--- src/rtl/spu_cmd_driver.sv ---
// Command driver for an SPU tile: queues {op,q,data,capture} commands in a small FIFO
// and sequences each through ISSUE/WAIT/SAMPLE, optionally returning the SPU result.
module spu_cmd_driver #(
   parameter int FIFO_DEPTH = 4
) (
   input  logic       clk,
   input  logic       rst_n,
   input  logic       cmd_valid,
   output logic       cmd_ready,
   input  logic [3:0] cmd_op,
   input  logic [3:0] cmd_q,
   input  logic [7:0] cmd_data,
   input  logic       cmd_capture,
   output logic       res_valid,
   input  logic       res_ready,
   output logic [7:0] res_data,
   output logic [7:0] spu_ui,
   output logic [7:0] spu_uio,
   output logic       spu_ena,
   input  logic [7:0] spu_uo,
   output logic       busy,
   output logic [7:0] issued_count
);

   // FIFO_DEPTH must be a power of two, at least 2.
   localparam int PTR_W = $clog2(FIFO_DEPTH);
   localparam logic [PTR_W:0] PTR_ONE = (PTR_W + 1)'(1);

   typedef struct packed {
      logic [3:0] op;
      logic [3:0] q;
      logic [7:0] data;
      logic       capture;
   } cmd_t;

   typedef enum logic [2:0] {
      IDLE,
      ISSUE,
      WAIT,
      SAMPLE,
      RESP
   } state_t;

   state_t state, next_state;

   cmd_t           fifo_mem [FIFO_DEPTH];
   cmd_t           head;
   logic [PTR_W:0] wr_ptr, rd_ptr;
   logic           fifo_empty, fifo_full;
   logic           push, pop;
   logic           sample_en, resp_done;
   logic           cur_capture;

   // Pointers carry one extra wrap bit so full and empty are distinguishable.
   assign fifo_empty = (wr_ptr == rd_ptr);
   assign fifo_full  = (wr_ptr[PTR_W] != rd_ptr[PTR_W]) &&
                       (wr_ptr[PTR_W-1:0] == rd_ptr[PTR_W-1:0]);
   assign cmd_ready  = !fifo_full;
   assign push       = cmd_valid && cmd_ready;
   assign head       = fifo_mem[rd_ptr[PTR_W-1:0]];
   assign busy       = (state != IDLE) || !fifo_empty;

   // NOTE: FIFO storage has no reset; the pointers alone decide which entries are valid.
   always_ff @(posedge clk) begin
      if (push) begin
         fifo_mem[wr_ptr[PTR_W-1:0]] <= {cmd_op, cmd_q, cmd_data, cmd_capture};
      end
   end

   // NOTE: sequential state is always updated with non-blocking assignments.
   always_ff @(posedge clk) begin
      if (!rst_n) begin
         wr_ptr <= '0;
         rd_ptr <= '0;
      end else begin
         if (push) wr_ptr <= wr_ptr + PTR_ONE;
         if (pop)  rd_ptr <= rd_ptr + PTR_ONE;
      end
   end

   always_ff @(posedge clk) begin
      if (!rst_n) state <= IDLE;
      else        state <= next_state;
   end

   // NOTE: every combinational output gets a default first so no latch is inferred.
   always_comb begin
      next_state = state;
      pop        = 1'b0;
      sample_en  = 1'b0;
      resp_done  = 1'b0;
      case (state)
         IDLE: begin
            if (!fifo_empty) begin
               pop        = 1'b1;
               next_state = ISSUE;
            end
         end
         ISSUE:  next_state = WAIT;
         WAIT:   next_state = SAMPLE;
         SAMPLE: begin
            sample_en = 1'b1;
            if (cur_capture) begin
               next_state = RESP;
            end else if (!fifo_empty) begin
               pop        = 1'b1;
               next_state = ISSUE;
            end else begin
               next_state = IDLE;
            end
         end
         RESP: begin
            if (res_ready) begin
               resp_done = 1'b1;
               if (!fifo_empty) begin
                  pop        = 1'b1;
                  next_state = ISSUE;
               end else begin
                  next_state = IDLE;
               end
            end
         end
         default: next_state = IDLE;
      endcase
   end

   // ISSUE is only ever entered through a pop, so the enable simply follows pop.
   always_ff @(posedge clk) begin
      if (!rst_n) begin
         spu_ui       <= 8'h00;
         spu_uio      <= 8'h00;
         spu_ena      <= 1'b0;
         cur_capture  <= 1'b0;
         res_valid    <= 1'b0;
         res_data     <= 8'h00;
         issued_count <= 8'h00;
      end else begin
         spu_ena <= pop;
         if (pop) begin
            spu_ui      <= {head.op, head.q};
            spu_uio     <= head.data;
            cur_capture <= head.capture;
         end
         if (sample_en) begin
            res_data     <= spu_uo;
            issued_count <= issued_count + 8'd1;
            if (cur_capture) res_valid <= 1'b1;
         end
         if (resp_done) res_valid <= 1'b0;
      end
   end

endmodule

--- config.mk ---
export PLATFORM = sky130hd
export DESIGN_NAME = spu_cmd_driver
export DESIGN_NICKNAME = d
export VERILOG_FILES = /design/src/rtl/spu_cmd_driver.sv
export SDC_FILE = /design/constraint.sdc
export NUM_CORES = 1
export LEC_CHECK = 0
export ABC_AREA = 1
export ABC_CLOCK_PERIOD_IN_PS = 2000
export BUFFER_PORTS_ARGS = -buffer_cell sky130_fd_sc_hd__buf_2
export CAP_MARGIN = 30
export CORE_UTILIZATION = 51
export DETAILED_ROUTE_END_ITERATION = 7
export HOLD_SLACK_MARGIN = 0.05
export PLACE_DENSITY = 0.75
export SYNTH_ARGS = -nofsm -noshare
export SYNTH_HDL_FRONTEND = slang
export SYNTH_SLANG_ARGS = --single-unit
export TNS_END_PERCENT = 30
--- constraint.sdc ---
create_clock -name clk -period 2 [get_ports clk]
set_clock_uncertainty 0.15 [all_clocks]
set_input_delay 0.2 -clock clk [delete_from_list [all_inputs] [get_ports clk]]
set_output_delay 0.2 -clock clk [all_outputs]
set_load 0.1 [all_outputs]
* Yosys cells after proc, flatten, opt, wreduce, memory -nomap -nowiden
Memories as Yosys holds them, arrays and structs flattened. A register that Yosys moved wholly into a read port is not among the register bits. Cells that the tools add are included.
Word-level totals: flip-flop bits (word level) 27, bits in writable memories 68, input port bits 29, output and inout bits 36, memories 1
Cells by class: add/sub/neg operators 3, equal/unequal tests 9, mux-type cells 14, bitwise gates (word level) 1, reductions and logical operators 11
Memory list:
- fifo_mem | depth 4, bits a word 17, rd ports 1, clocked after Yosys merged registers in 1, write ports 1, RTL line 46 | cmd_t fifo_mem [FIFO_DEPTH];
Operator list (count):
- $pmux W3 S5 | 1
- $mux W1 | 9
- $mux W3 | 3
- $add A8 B1 Y8 const B | 1
- $add A3 B1 Y3 const B | 2
- $eq A3 B2 Y1 const B | 2
- $ne A2 B2 Y1 const B | 2
- $reduce_and A2 Y1 | 2
- $eq A3 B1 Y1 const B | 1
- $eq A3 B3 Y1 | 1
- $eq A3 B3 Y1 const B | 1
- $logic_not A1 Y1 | 3
- $logic_not A3 Y1 | 1
- $pmux W1 S3 | 1
- $reduce_bool A3 Y1 | 1
- $eq A2 B2 Y1 | 1
- $logic_and A1 B1 Y1 | 2
- $reduce_or A2 Y1 | 1
- $logic_or A1 B1 Y1 | 1
- $ne A1 B1 Y1 | 1
- $not A1 Y1 | 1

* Longest topological paths before layout
depth in word-level cells 6, gate-level depth with buffers 10

* Least setup slack after synthesis
OpenSTA, ideal clock, no wires.
path type register to register, start point register rd_ptr[0], end point memory fifo_mem[0][0] (netlist name), enable pin, setup time 0.391 ns, arrival 2.552 ns, data required time 1.459 ns, setup slack -1.093 ns, cell stages (with the launch flop) 8, buffers on the path 1, period minus slack after synthesis 3.093 ns, path through dfxtp_1 > buf_6 > inv_4 > nand2_1 > nand2_1 > nand3_1 > nand2_1 > nor2_1
On the way: longest elaborated chain between the ends 6
RTL lines:
- start: declaration | RTL line 48 | logic [PTR_W:0] wr_ptr, rd_ptr;
- start signal: assignment | RTL line 77 | if (pop) rd_ptr <= rd_ptr + PTR_ONE;
- $eq A2 B2 Y1 | RTL line 57 | (wr_ptr[PTR_W-1:0] == rd_ptr[PTR_W-1:0]);
- $logic_and A1 B1 Y1 | RTL line 56 | assign fifo_full = (wr_ptr[PTR_W] != rd_ptr[PTR_W]) &&
- $logic_not A1 Y1 | RTL line 58 | assign cmd_ready = !fifo_full;
- net cmd_ready | RTL line 9 | output logic cmd_ready,
- $logic_and A1 B1 Y1 | RTL line 59 | assign push = cmd_valid && cmd_ready;
- $mux W1 | RTL line 65 | if (push) begin
- $mux W1 (not written as such) | RTL line 66 | fifo_mem[wr_ptr[PTR_W-1:0]] <= {cmd_op, cmd_q, cmd_data, cmd_capture};
- end: declaration | RTL line 46
The timed path passes the listed nets, and every way through them passes these cells.

* Worst setup path in the final report
start point register state[2], end point register res_data[5]
On the way: longest elaborated chain between the ends 2
RTL lines:
- start: declaration | RTL line 44 | state_t state, next_state;
- start signal: assignment | RTL line 83 | else state <= next_state;
- $eq A3 B2 Y1 | RTL line 92 | case (state)
- $mux W1 | RTL line 92
- end signal: assignment | RTL line 145 | res_data <= spu_uo;
- end: declaration | RTL line 16 | output logic [7:0] res_data,
No other way between the ends. A chain may end at the register's enable or synchronous reset.

==> metrics list <==
* Most frequent cells after synthesis: 111 x sky130_fd_sc_hd__nor2_1, 76 x sky130_fd_sc_hd__nand2_1, 68 x sky130_fd_sc_hd__edfxtp_1, 48 x sky130_fd_sc_hd__o21ai_0, 44 x sky130_fd_sc_hd__dfxtp_1
- Wire length of the first global-routing pass: 14,900 µm
* Worst Tran Pin Value: 490 ps
* GR Layer Usage met2: 37.7%
- Across all setup checks in the final design, the least slack found is 93.5 ps.
- The placed instances occupy a cell area of 5070 µm².
- The smallest clock period supported by the final layout is computed as 1910 ps.
- Number of sinks handled by clock tree synthesis: 112
* Maximum clock rate: 0.525 GHz
- Final hold violation count: 0
- Area used by sequential logic in the layout: 2930 µm²
- The via count of the first global-routing pass was 3,183.
- Ys flop type: sky130_fd_sc_hd__edfxtp_1
* Max rail drop VDD: 1.13 mV
- The area growth from synthesis to layout is 24.7%.
- Number of distinct library cells after synthesis: 28
- The total overflow left after global routing is 0.
- In this run the vertical extent of the chip is 95.8 µm.
* Kind of path behind the tightest hold check: reg -> reg
- Number of buffers added for setup after CTS: 0
- The tree is rooted in a sky130_fd_sc_hd__clkbuf_8.
- Number of buffers between clock root and the deepest sink: 2
* Clock tree from TritonCTS: built
- Synthesized Nets: 499
- After filler insertion, the fill cell instance count of the layout stands at 649.
- Flop-to-flop setup slack: 90 ps
* Routed Wire Length: 9460 µm
* I/O pin count: 65
* Number of enable flip-flop cells after synthesis: 68
- Static leakage power: 2.35 nW
* M1 GR Usage: 27.3%
- Crit end category: flip-flop
- MaxCap Viol Count: 0
- After detailed routing, the average wire length per cell comes to 13.9 µm.
* Period Utilization, post-route: 95.3%
- GR Util met3: 4.42%
- Clock-pin slew was measured on the worst setup and hold paths at 100 ps.
- Final estimated routing congestion in global placement: 0.823
* Final antenna-violating net count: 0
* Clock latency on the worst-skew pair: 360 ps
- Post-route cell area: 5600 µm²
- DRT iter0 DRCs: 201
- After synthesis, the cell types taking the most area are sky130_fd_sc_hd__edfxtp_1 45%, sky130_fd_sc_hd__dfxtp_1 20%, sky130_fd_sc_hd__nor2_1 9.3%, sky130_fd_sc_hd__nand2_1 6.4%, sky130_fd_sc_hd__o21ai_0 5.3%.
* Leading cell type by number of instances after synthesis: sky130_fd_sc_hd__nor2_1
- Total vias in the final route: 3,466
- Worst Setup Path Type: reg -> reg
- Count of input and output buffers: 64
- 0 antenna diodes ended up in the layout.
- Setup repair after global routing missed its margin: yes
* DRC violation count after routing: 0
- Summed over all nets, the half-perimeter wirelength after detailed placement is 6030 µm.
* Core Region: 8380 µm²
- Total chip power: 8.13 mW
- The Yosys step of the flow raised 0 warnings.
- OpenSTA, run right after detailed placement, puts the worst setup slack at 280 ps.
- Worst Path Arrival: 2020 ps
- In the routed layout, each cell is associated on average with a via count of 5.10.
* Average instance area after synthesis: 9.68 µm²
* Gr usage total: 21.8%
- FP Rows: 33
- Detailed Routing Iterations Pass 1: 5
- Cells with a size suffix above 1 make up 19.5% of the layout.
- Of the post-synthesis cell area, the dominant cell type holds 45.5%.
- Sequential-to-total area share from yosys stat: 65.1%
- Outcome: complete, no violations
- Initial core utilization: 53.6%
- For this run, asynchronously set or reset flops after synthesis account for 0%.
* Count of final setup violators: 0
- STA classifies the critical path startpoint as a flip-flop.
- Power density relative to cell area: 1450 nW/µm²
- Largest net degree at the start of global routing: 37
* Netlist Area Pre-Place: 4490 µm²
- Clock buffers created by TritonCTS: 9
- Die area: 9180 µm²
- Final #Nets: 604
* Crit-path max FO: 9
- The clock tree synthesis step divided the H-tree into 3 levels.
* Width of the chip: 95.8 µm
- Endpoint required time on the critical path: 2110 ps
* Initial antenna violation count: 0
- In the final layout, the multi-input gates occupy 1360 µm².
* Yosys reg bits: 112
- The worst pin sits at a relative slew slack of 67.5%.
- Across all hold checks on the routed design, the worst slack comes to 320 ps.
* Synth area leader: sky130_fd_sc_hd__edfxtp_1
- The max-slew violation count is 0.
- Gate count after technology mapping: 464
- The layer flagged by global routing as most heavily used is met2.
==> sequential cells by signal, summed over array words and instances (netlist names) <==
signal,flops
wr_ptr,3
spu_uio,8
rd_ptr,3
res_valid,1
state,3
fifo_mem,68
res_data,8
issued_count,8
spu_ui,8
cur_capture,1
spu_ena,1
==> cells by family after synthesis <==
logic type | count (synthesis) | synth area share [%]
simple gates | 203 | 17.7
flops | 112 | 65.1
compound gates | 77 | 9.14
buf+inv | 64 | 5.99
fa+ha+maj | 6 | 1.67
xor+xnor | 2 | 0.390
==> report_power, final <==
group          internal (mW)  switching, mW
combinational          0.924           3.01
clock                  0.472          0.753
sequential              2.80          0.175
==> worst paths after layout <==
| path | from | end | depth (start not counted) |
|---|---|---|---|
| worst max-delay path | state[2]$_SDFFE_PN0P_ | res_data[5]$_SDFFE_PN0N_ | 6 |
| worst min-delay path | res_valid$_SDFFE_PP0P_ | res_valid$_SDFFE_PP0P_ | 2 |
| worst max register to register | state[2]$_SDFFE_PN0P_ | res_data[5]$_SDFFE_PN0N_ | 6 |
| worst min register to register | res_valid$_SDFFE_PP0P_ | res_valid$_SDFFE_PP0P_ | 2 |
==> layout by cell type (no fill, tap or decap), drive strengths merged <==
cell,Yosys,final
nor4,1,1
clkinvlp,0,1
inv,44,45
a21oi,7,7
nor3b,1,1
o21a,1,1
clkinv,0,4
xor2,2,2
or2,1,1
ha,6,6
nand2,77,77
buf,8,80
nand4,1,1
dfxtp,44,44
a31oi,1,1
dlygate4sd3,0,34
o22ai,17,17
nor3,1,1
edfxtp,68,68
o21ai,51,51
nand3,9,9
clkbuf,12,10
nor2,112,112
==> timing repair <==
action,CTS,global route
gates resized for setup,0,3
endpoints found under the setup margin,0,4
hold buffers,34,0
hold endpoints to repair,84,0
==> cell type report <==
cell class / instances / share of cell area [%]
Tap cell: 105 / 2.35
Clock buffer: 10 / 2.28
Inverter: 44 / 2.99
Sequential cell: 112 / 52.2
Multi-Input combinational cell: 288 / 24.2
Timing Repair Buffer: 114 / 14.9
Clock inverter: 6 / 1.01
==> critical path: stages, from the launching register on <==
cell and delay [ps]:
sky130_fd_sc_hd__dfxtp_1 380, sky130_fd_sc_hd__inv_2 100, sky130_fd_sc_hd__nand3_2 160, sky130_fd_sc_hd__buf_4 210
sky130_fd_sc_hd__o21ai_0 190, sky130_fd_sc_hd__dlygate4sd3_1 580, sky130_fd_sc_hd__nor2_1 40
==> through the flow <==
stage / utilization, % / setup TNS, ps / std cells
after floorplan: - / 0 / 464
after global routing: 66.8 / -7.89 / 679
final: 66.8 / 0 / 679
after CTS: 66.7 / 0 / 679
after detailed placement: 60.5 / 0 / 629
after global placement: 60.5 / 0 / 629
==> metal layers <==
layer	vias to the layer above	share of wire, %	wire (µm)
met5	-	0	0
met4	0	1.8	169
met3	15	5.1	479
met1	1589	44	4150
li1	1739	-	-
met2	123	49	4660
No activity file was read; power rests on OpenSTA's default activity.
